[src/rtl/compound_sink_accumulator_if.sv]
// compound_sink_accumulator_if: command stream type plus the command/result handshake bundle.
package compound_pkg;
  localparam logic MODE_WR = 1'b0;
  localparam logic MODE_RD = 1'b1;
  typedef struct packed {
    logic mode;
    logic signed [31:0] x;
    logic y;
  } compound_t;
endpackage

interface compound_sink_accumulator_if #(parameter int ACC_W = 32);
  compound_pkg::compound_t b_in;
  logic b_in_sync;
  logic b_in_notify;
  logic [ACC_W-1:0] res_out;
  logic res_out_sync;
  logic res_out_notify;
  logic err_out;
  modport master (output b_in, b_in_sync, res_out_sync, input b_in_notify, res_out, res_out_notify, err_out);
  modport slave (input b_in, b_in_sync, res_out_sync, output b_in_notify, res_out, res_out_notify, err_out);
endinterface

[src/rtl/compound_sink_accumulator.sv]
// compound_sink_accumulator: FIFO-buffered command sink that accumulates writes and publishes the sum on reads.
module compound_sink_accumulator
  import compound_pkg::*;
#(
  parameter int DEPTH = 4,
  parameter int ACC_W = 32
) (
  input logic clk,
  input logic rst,
  compound_sink_accumulator_if.slave bus
);
  localparam int AW = $clog2(DEPTH);
  localparam logic [AW:0] FULL = (AW+1)'(DEPTH);
  localparam logic [1:0] IDLE = 2'd0, EXEC = 2'd1, EMIT = 2'd2;
  compound_t mem [DEPTH];
  compound_t cmd_q;
  logic [AW-1:0] wp, rp;
  logic [AW:0] count;
  logic [1:0] state;
  logic [ACC_W-1:0] acc, xs, sum;
  logic push, pop, ovf;
  assign bus.b_in_notify = count != FULL;
  assign push = bus.b_in_sync && bus.b_in_notify;
  assign pop = state == IDLE && count != '0;
  assign xs = ACC_W'($signed(cmd_q.x));
  assign sum = cmd_q.y ? acc - xs : acc + xs;
  // Add overflows when operands share a sign the result lacks; subtract when they differ.
  assign ovf = (cmd_q.y ? acc[ACC_W-1] != xs[ACC_W-1] : acc[ACC_W-1] == xs[ACC_W-1]) && sum[ACC_W-1] != acc[ACC_W-1];
  always_ff @(posedge clk)
    if (push) mem[wp] <= bus.b_in;
  always_ff @(posedge clk or posedge rst)
    if (rst) begin
      wp <= '0;
      rp <= '0;
      count <= '0;
      state <= IDLE;
      cmd_q <= '0;
      acc <= '0;
      bus.res_out <= '0;
      bus.res_out_notify <= 1'b0;
      bus.err_out <= 1'b0;
    end else begin
      if (push) wp <= wp + AW'(1);
      if (pop) rp <= rp + AW'(1);
      count <= count + (AW+1)'(push) - (AW+1)'(pop);
      case (state)
        IDLE: if (pop) begin
          cmd_q <= mem[rp];
          state <= EXEC;
        end
        EXEC: if (cmd_q.mode == MODE_RD) begin
          bus.res_out <= acc;
          bus.res_out_notify <= 1'b1;
          state <= EMIT;
        end else begin
          acc <= sum;
          if (ovf) bus.err_out <= 1'b1;
          state <= IDLE;
        end
        EMIT: if (bus.res_out_sync) begin
          bus.res_out_notify <= 1'b0;
          state <= IDLE;
        end
        default: state <= IDLE;
      endcase
    end
endmodule

[src/flat_wrapper.sv]
// flat-port wrapper written by rule: the top's interface ports become plain ports
module compound_sink_accumulator_flat import compound_pkg::*;
#(
  parameter int DEPTH = 4,
  parameter int ACC_W = 32
)
  (clk, rst, bus_b_in, bus_b_in_sync, bus_res_out_sync, bus_b_in_notify, bus_res_out, bus_res_out_notify, bus_err_out);
  compound_sink_accumulator_if #(.ACC_W(ACC_W)) bus_i ();
  input logic clk;
  input logic rst;
  input wire logic [$bits(bus_i.b_in)-1:0] bus_b_in;
  input wire logic [$bits(bus_i.b_in_sync)-1:0] bus_b_in_sync;
  input wire logic [$bits(bus_i.res_out_sync)-1:0] bus_res_out_sync;
  output wire logic [$bits(bus_i.b_in_notify)-1:0] bus_b_in_notify;
  output wire logic [$bits(bus_i.res_out)-1:0] bus_res_out;
  output wire logic [$bits(bus_i.res_out_notify)-1:0] bus_res_out_notify;
  output wire logic [$bits(bus_i.err_out)-1:0] bus_err_out;
  assign bus_i.b_in = bus_b_in;
  assign bus_i.b_in_sync = bus_b_in_sync;
  assign bus_i.res_out_sync = bus_res_out_sync;
  assign bus_b_in_notify = bus_i.b_in_notify;
  assign bus_res_out = bus_i.res_out;
  assign bus_res_out_notify = bus_i.res_out_notify;
  assign bus_err_out = bus_i.err_out;
  compound_sink_accumulator #(.DEPTH(DEPTH), .ACC_W(ACC_W)) u_core (.clk(clk), .rst(rst), .bus(bus_i));
endmodule
[config.mk]
export PLATFORM = sky130hd
export DESIGN_NAME = compound_sink_accumulator_flat
export DESIGN_NICKNAME = d
export VERILOG_FILES = /design/src/rtl/compound_sink_accumulator_if.sv /design/src/rtl/compound_sink_accumulator.sv /design/src/flat_wrapper.sv
export SDC_FILE = /design/constraint.sdc
export NUM_CORES = 1
export LEC_CHECK = 0
export ABC_AREA = 0
export BUFFER_PORTS_ARGS = -buffer_cell sky130_fd_sc_hd__clkbuf_2
export CAP_MARGIN = 0
export CORE_UTILIZATION = 25
export CTS_BUF_LIST = sky130_fd_sc_hd__clkbuf_2 sky130_fd_sc_hd__clkbuf_4 sky130_fd_sc_hd__clkbuf_8
export DETAILED_ROUTE_END_ITERATION = 6
export GPL_TIMING_DRIVEN = 0
export HOLD_SLACK_MARGIN = 0.02
export PLACE_DENSITY_LB_ADDON = 0.08
export SETUP_SLACK_MARGIN = 0.3
export SYNTH_ARGS = -nofsm -noshare
export SYNTH_HDL_FRONTEND = slang
export SYNTH_SLANG_ARGS = --single-unit
[constraint.sdc]
create_clock -name clk -period 4.1 [get_ports clk]
set_clock_uncertainty 0.1 [all_clocks]
set_input_delay 0.615 -clock clk [delete_from_list [all_inputs] [get_ports clk]]
set_output_delay 0.615 -clock clk [all_outputs]
set_load 0.02 [all_outputs]
# Word-level counts from Yosys, hierarchy flattened
# Memories as Yosys holds them, arrays and structs flattened. A register that Yosys moved wholly into a read port is not among the register bits.
# Cells that the tools add are included.
[totals]
latch_bits = 0
ram_bits = 136
memories = 1
rom_bits = 0
out_inout_bits = 35
regBits = 75
elab_cells = 48
[mem_list]
columns = ["memory", "depth", "word_bits", "read_ports", "rd_clocked_by_memory_dff", "wr", "line_no", "text"]
rows = [
  ["u_core.mem", 4, 34, 1, 1, 1, "compound_sink_accumulator.sv:15", "compound_t mem [DEPTH];"],
]
[op_classes]
add_sub_neg = 6
reduce_logical = 12
bitwise_logic = 1
n_shift = 0
mux = 11
div = 0
order_cmp = 0
n_mul = 0
n_eq_ne = 9
[op_table]
columns = ["op", "n"]
rows = [
  ["$add 32x32->32", 1],
  ["$mux 32", 1],
  ["$sub 32x32->32", 1],
  ["$reduce_and 2->1", 4],
  ["$mux 2", 3],
  ["$pmux 2 s3", 1],
  ["$reduce_and 3->1", 2],
  ["$mux 1", 5],
  ["$add 2x1->2 const B", 2],
  ["$ne 2x1->1 const B", 2],
  ["$add 3x1->3", 1],
  ["$logic_and 1x1->1", 3],
  ["$ne 3x3->1 const B", 1],
  ["$reduce_bool 3->1", 1],
  ["$sub 3x1->3", 1],
  ["$eq 2x1->1 const B", 1],
  ["$eq 2x2->1 const B", 1],
  ["$logic_not 2->1", 1],
  ["$ne 1x1->1", 2],
  ["$ne 2x2->1 const B", 1],
  ["$pmux 1 s2", 1],
  ["$reduce_bool 2->1", 1],
  ["$eq 1x1->1", 1],
  ["$not 1->1", 1],
]

# Depth between registers and ports, before layout
# Gate-level depths: netlist of the first run.
[depth]
word_depth = 5
mapped_depth = 17

# Worst setup path before layout of the first run
# No wires, ideal clock.
[synth_timing]
path_kind = "register to register"
from = "reg u_core.cmd_q (netlist bit u_core.xs[5])"
to = "reg u_core.bus.err_out"
path_stages_with_launch = 14
required_ps = 3861
synth_period_minus_slack_ps = 4209
path_buffers = 0
slack_ps = -109
t_arrival_ps = 3971
cell_sequence = "dfrtp_1 or4_4 nor4_1 and3_1 a21oi_1 xnor2_1 ha_1 a21oi_1 o21ai_0 or2_2 a41oi_1 nor2_8 mux2i_1 or4_1"
[synth_between]
elab_chain_cells = 5
elab_cells_between_ends = 6
[synth_lines]
columns = ["element", "line_no", "text"]
rows = [
  ["start, declared", "compound_sink_accumulator.sv:16", "compound_t cmd_q;"],
  ["start signal, assigned", "compound_sink_accumulator.sv:48", "cmd_q <= mem[rp];"],
  ["$add 32x32->32 or $sub 32x32->32 (tied branches)", "compound_sink_accumulator.sv:26", "assign sum = cmd_q.y ? acc - xs : acc + xs;"],
  ["$mux 32 (*)", "compound_sink_accumulator.sv:26", ""],
  ["$ne 1x1->1 (*)", "compound_sink_accumulator.sv:28", "assign ovf = (cmd_q.y ? acc[ACC_W-1] != xs[ACC_W-1] : acc[ACC_W-1] == xs[ACC_W-1]) && sum[ACC_W-1] != acc[ACC_ ..."],
  ["$logic_and 1x1->1 (*)", "compound_sink_accumulator.sv:28", ""],
  ["$reduce_and 3->1 (no line) (*)", "-", ""],
  ["end signal, assigned", "compound_sink_accumulator.sv:41", "bus.err_out <= 1'b0;"],
  ["end signal, assigned", "compound_sink_accumulator.sv:57", "if (ovf) bus.err_out <= 1'b1;"],
  ["end, declared", "compound_sink_accumulator_if.sv:21", "modport slave (input b_in, b_in_sync, res_out_sync, output b_in_notify, res_out, res_out_notify, err_out);"],
]
# Every way passes the cells marked *; elsewhere a longest branch is shown, timed or not.
# A chain may end at the register's enable or synchronous reset.

# Worst setup path in the final report of the first run
[layout_timing]
from = "reg u_core.cmd_q (netlist bit u_core.xs[8])"
to = "reg u_core.bus.err_out"
# The elaborated chain is that of the path after synthesis.

==> reports/results.tsv, run 1 <==
stage	metric	value	unit
status	status	finished clean	
worst_setup_path	timing.rr.end	u_core.bus.err_out	
synthesis	syn_area_per_cell	12.9	µm²
worst_setup_path	crit_chain	or4_4, nor4_4, and2_4, nor2_2, xnor2_1, ha_1, clkbuf_8, and4_4, and3_4, o211ai_1, buf_4, and4_4, nor2_8, buf_6, nor2_1, or4_1	
worst_setup_path	crit_type	reg2reg	
synthesis	syn_inst	887	
sta	finalHoldViolCount	0	
finish	finalNonFillerCells	1695	
worst_setup_path	start_kind	flip-flop	
die	ios	73	
worst_setup_path	critPathMaxStageDelay	0.59	ns
clocking	cts_sinks	245	
worst_setup_path	slowest_stage	or4_4	
sta	worst_pin_slew	0.967	ns
finish	syn_to_final_growth	26.3	%
drt	drt_iter0_markers	269	
worst_setup_path	reg2regPathDepth	16	
placed_design	routabilityCongestion	0.771	
worst_setup_path	path_max_fanout	3	
global_route	grtUsageTotal	0.127	
clocking	cts.path.max_buffers	3	
placed_design	portBuffers	72	
sta	fmax	249	MHz
placed_design	post-place-cells	1556	
clocking	clk_pin_slew	0.06	ns
clocking	cts_max_level	2	
die	die-area	46500	µm²
drt	wirelength	28900	µm
sta	maxSlewViolCount	0	
sta	fin_crit_sh	0.979	
synthesis	ys_warn_count	0	
sta	setup-violations-final	0	
worst_setup_path	crit_required	4.48	ns
finish	drive_gt1_frac	0.330	
worst_setup_path	cp_common_cell	and4_4	
global_route	overflow	0	
synthesis	seq_area_frac_synth	0.597	
clocking	cts_root_buf	clkbuf_8	
hold_path	min-delay-start	bus_b_in[18]	
drt	drtPass1Iterations	4	
die	initial_core_util	0.256	
placed_design	hpwlAfterDp	20300	µm
synthesis	async_flop_share	0.445	
run	maxCapViolations	0	
drt	drc	0	
drt	antenna_left	0	
synthesis	ys_ff_latch	245	
global_route	antenna_found_initial	2	
synthesis	synth_edf_count	136	
drt	via_per_inst	4.33	
synthesis	netlist_area	11400	µm²
worst_setup_path	r2r_slack	0.09	ns
die	core	44600	µm²
finish	final_util	0.323	
worst_setup_path	worstPathArrival	4.40	ns
die	floorplan.rows	77	
finish	fin_nets	1141	
sta	hold_slack	0.117	ns
global_route	grt_start_max_net_pins	64	
worst_setup_path	rr_startpoint	u_core.xs[8]	
global_route	grt_pass1_vias	7778	
global_route	grt_pass1_wl	45400	µm
synthesis	synth_ff_type	edfxtp_1	
hold_path	hold_end	u_core.mem[2][18]	
hold_path	holdPathStages	1	
clocking	cts_buffers	47	
hold_path	hp-class	in2reg	
clocking	cts_tree	built	
sta	period_needed	4.01	ns
synthesis	syn_nets	965	
worst_setup_path	end_kind	flip-flop	
sta	rsz0062_at_grt	true	
clocking	insertion_delay	0.62	ns
synthesis	synthDistinctLibCells	62	
drt	via_count	7344	
die	die_h	216	µm
drt	wl_per_cell	17.1	µm
sta	slew_headroom	0.355	
die	die_x	216	µm
==> cell type report <==
cell class              count  area, µm²
diodes                      2       5.00
plain buffers              34        194
clock buffers              68        842
clock inverters            19        100
fillers                  4461      30200
inverters                  26        103
multi-input cells         582       4760
flip-flops and latches    245       6810
well taps                 592        741
repair buffers            127        865
==> per-stage QoR <==
step                      setup TNS [ns]  instance area [µm²]  worst slack (ns)
final                                  0                14400            0.0859
after global placement           -139.35                12600             -1.28
after global routing             -0.0436                14400           -0.0436
after detailed placement          -0.766                12700            -0.368
after CTS                              0                14100            0.0383
after floorplan                        0                11500             0.309
==> layer usage <==
layer  global-route usage  share of wire  up-vias
li1                     -              -     3595
met1                0.168           0.47     3564
met2                0.200           0.46      128
met3               0.0292          0.042       55
met4               0.0527          0.027        2
met5                    0        0.00041        -
==> synthesized netlist by cell type (3+ instances only) <==
master | instances | area (µm²)
a31oi_1 | 7 | 43.8
mux2_2 | 32 | 360
dfrtp_1 | 109 | 2730
and3_1 | 9 | 56.3
nand3_1 | 6 | 30.0
o21a_1 | 4 | 30.0
buf_1 | 3 | 11.3
mux4_2 | 34 | 766
a21boi_0 | 3 | 22.5
xor2_1 | 13 | 114
nand2_1 | 154 | 578
o21ai_0 | 53 | 265
nor2_1 | 35 | 131
o211ai_1 | 3 | 22.5
nand2b_1 | 3 | 18.8
edfxtp_1 | 136 | 4080
clkbuf_1 | 29 | 109
nand4_1 | 5 | 31.3
inv_1 | 25 | 93.8
a21o_1 | 13 | 97.6
xnor2_1 | 52 | 455
ha_1 | 38 | 475
nor3_1 | 14 | 70.1
o21bai_1 | 4 | 30.0
and2_1 | 5 | 31.3
a21oi_1 | 50 | 250
==> worst max path at each step <==
| stage | startpoint | to | slack (ns) |
|---|---|---|---|
| after floorplan | u_core.xs[6] | u_core.bus.err_out | 0.31 |
| after global placement | rst | u_core.bus.res_out[7] | -1.28 |
| final | u_core.xs[8] | u_core.bus.err_out | 0.09 |
| after CTS | u_core.xs[6] | u_core.bus.err_out | 0.04 |
| after detailed placement | u_core.xs[0] | u_core.acc[30] | -0.37 |
| after global routing | u_core.xs[1] | u_core.bus.err_out | -0.04 |
==> cells in the final DEF, fill, tap and decap left out, types with 11 or more instances in the layout <==
master    count
o21ai_0      42
dfrtp_1     108
ha_1         29
clkbuf_2     72
nor2_1       34
a21oi_1      34
mux2_2       32
buf_4        48
nand2_1     149
clkinv_1     11
a21oi_2      14
a21o_1       13
nor3_1       11
xnor2_1      46
clkbuf_4     15
clkbuf_8     56
xor2_1       12
inv_1        24
edfxtp_1    136
clkbuf_1     24
mux4_2       34
==> sequential cells by signal (all words and copies together) (netlist names) <==
register                   flops
u_core.mem                   136
u_core.acc                    32
u_core.bus.res_out            32
u_core.xs                     32
u_core.count                   3
u_core.cmd_q                   2
u_core.rp                      2
u_core.state                   2
u_core.wp                      2
u_core.bus.err_out             1
u_core.bus.res_out_notify      1
==> logic make-up after synthesis <==
| family | synth area share |
|---|---|
| XOR/XNOR | 0.0523 |
| adder cells (fa/ha/maj) | 0.0452 |
| AND/OR/NAND/NOR | 0.103 |
| buffers and inverters | 0.0222 |
| flip-flops | 0.597 |
| multiplexers | 0.100 |
| AO/OA/AOI/OAI | 0.0806 |
==> repair_timing <==
action                                 in CTS  in global routing
endpoints found under the hold margin      46                  0
setup endpoints to repair                  12                 17
pin swaps                                  44                 38
hold buffers                                1                  0
setup buffers                              35                 14
gates resized for setup                    48                 53
==> worst max-delay path, delay by kind of cell (launching register included) <==
family                     cells  cell delay (ns)
AOI/OAI and AO/OA              1             0.09
xor gates and xnor gates       1             0.15
adders and majority gates      1             0.29
buffers and inverters          3             0.37
DFF                            1             0.39
and+or+nand+nor               10             2.47
Power of run 1 is left out: the tool's default activity adds up to more than one toggle a clock period on the data nets, which glitch-free logic cannot reach.
==> run 2, diff against run 1 <==
Settings changed: RECOVER_POWER set to 25.
==> run 2 against run 1 <==
- die area stayed put
- wire length rose by 0.19%
- hold slack worse by 0.0015 ns
- global-route usage unchanged
- critical endpoint unchanged
==> reports/results.tsv, run 2 (synthesis results as in run 1) <==
stage	metric	value	unit	change
clocking	insertion_delay	0.62	ns	about the same
sta	rsz0062_at_grt	true		unchanged
finish	largest_register	u_core.mem		unchanged
finish	drive_gt1_frac	0.300		was 0.330
drt	wl_per_cell	17.1	µm	about the same
global_route	grtUsageTotal	0.127		unchanged
global_route	grt_pass1_vias	7778		unchanged
finish	syn_to_final_growth	25.9	%	was 26.3%
worst_setup_path	reg2regPathDepth	17		was 16
placed_design	routabilityCongestion	0.771		unchanged
clocking	cts_buffers	47		unchanged
hold_path	min-delay-start	bus_res_out_sync		was bus_b_in[18]
clocking	cts_max_level	2		unchanged
finish	fin_nets	1141		unchanged
clocking	cts_root_buf	clkbuf_8		unchanged
sta	finalHoldViolCount	0		unchanged
worst_setup_path	rr_startpoint	u_core.xs[0]		was u_core.xs[8]
finish	mostFrequentLayoutCell	nand2_1		unchanged
die	ios	73		unchanged
worst_setup_path	worstPathArrival	4.40	ns	about the same
global_route	overflow	0		unchanged
hold_path	hold_end	u_core.state[1]		was u_core.mem[2][18]
clocking	cts.path.max_buffers	3		unchanged
drt	via_count	7369		was 7344
drt	wirelength	29000	µm	was 28900 µm
clocking	clk_pin_slew	0.06	ns	about the same
die	die-area	46500	µm²	unchanged
clocking	cts_sinks	245		unchanged
run	maxCapViolations	0		unchanged
placed_design	hpwlAfterDp	20300	µm	unchanged
sta	maxSlewViolCount	0		unchanged
hold_path	holdPathStages	2		was 1
sta	period_needed	4.01	ns	about the same
drt	drt_iter0_markers	298		was 269
global_route	grt_start_max_net_pins	64		unchanged
die	core	44600	µm²	unchanged
sta	fmax	249	MHz	about the same
sta	slew_headroom	0.360		was 0.355
worst_setup_path	r2r_slack	0.09	ns	about the same
sta	fin_crit_sh	0.979		about the same
status	status	finished clean		unchanged
finish	final_util	0.322		was 0.323
finish	multi_input_area	4760	µm²	unchanged
clocking	cts_tree	built		unchanged
worst_setup_path	timing.rr.end	u_core.bus.err_out		unchanged
die	initial_core_util	0.256		unchanged
worst_setup_path	start_kind	flip-flop		unchanged
drt	drc	0		unchanged
finish	final_cell_mix	nand2_1, edfxtp_1, dfrtp_1, clkbuf_1, clkbuf_8		was nand2_1, edfxtp_1, dfrtp_1, clkbuf_2, clkbuf_8
drt	antenna_left	0		unchanged
die	floorplan.rows	77		unchanged
placed_design	portBuffers	72		unchanged
sta	worst_pin_slew	0.960	ns	was 0.967 ns
worst_setup_path	crit_required	4.48	ns	about the same
drt	drtPass1Iterations	4		unchanged
global_route	grt_pass1_wl	45400	µm	unchanged
finish	nFillCells	4474		was 4461
sta	setup-violations-final	0		unchanged
placed_design	dpl_cell_area	12700	µm²	unchanged
finish	regArea	6810	µm²	unchanged
finish	finalInstanceArea	14400	µm²	about the same
worst_setup_path	crit_type	reg2reg		unchanged
hold_path	hp-class	in2reg		unchanged
worst_setup_path	end_kind	flip-flop		unchanged
worst_setup_path	path_max_fanout	5		was 3
finish	largest_register_ff_count	136		unchanged
drt	via_per_inst	4.35		was 4.33
global_route	antenna_found_initial	2		unchanged
die	die_h	216	µm	unchanged
die	die_x	216	µm	unchanged
[run 2: metal layers]
layer / wire length, µm / up-vias / GRT usage / part of all wire
met2: 13200 / 127 / 0.200 / 0.46
met5: 12 / - / 0 / 0.00041
met4: 790 / 2 / 0.0527 / 0.027
li1: - / 3595 / - / -
met1: 13700 / 3590 / 0.168 / 0.47
met3: 1230 / 55 / 0.0292 / 0.042
[run 2: worst max-delay path, cell delays in order, from the launching register on]
cell,delay (ns)
dfrtp_1,0.40
or4_4,0.54
nor4_4,0.25
buf_4,0.18
and2_4,0.19
a21oi_2,0.06
xnor2_1,0.17
ha_1,0.29
clkbuf_8,0.13
and3_4,0.19
and3_4,0.21
o211ai_1,0.09
buf_4,0.16
and4_4,0.19
nor2_8,0.09
buf_6,0.09
nor2_1,0.03
or4_1,0.50
[run 2: repair_timing]
action                                 in CTS  in global routing
buffers inserted                           35                 14
setup endpoints to repair                  12                 17
pin swaps                                  44                 38
endpoints found under the hold margin      46                  0
hold buffers                                1                  0
resized for setup                          48                 53
[run 2: how the worst max path moves through the flow]
stage                       startpoint                    end  slack, ns  depth (start not counted)
final                     u_core.xs[0]     u_core.bus.err_out       0.09                         17
after global routing      u_core.xs[1]     u_core.bus.err_out      -0.04                         17
after CTS                 u_core.xs[6]     u_core.bus.err_out       0.04                         14
after detailed placement  u_core.xs[0]         u_core.acc[30]      -0.37                         15
after global placement             rst  u_core.bus.res_out[7]      -1.28                          2
after floorplan           u_core.xs[6]     u_core.bus.err_out       0.31                         15
[run 2: final cells by class]
class	count	area share
buffer	34	0.0135
clock inverter	19	0.00696
antenna	1	0.000174
clock buffer	68	0.0586
sequential	245	0.474
tap	592	0.0515
inverter	26	0.00714
multi-input combinational	582	0.331
timing repair buffer	127	0.0573
[run 2: metrics by stage]
stage	setup slack [ns]	setup TNS, ns	instances	hold WS, ns
detailed placement	-0.368	-0.766	1556	0.374
global placement	-1.28	-139.35	1551	0.372
floorplan	0.309	0	887	0.363
CTS	0.0383	0	1679	0.0578
finish	0.0861	0	1694	0.115
global route	-0.0436	-0.0436	1694	0.0853
Power of run 2 is left out for the same reason.
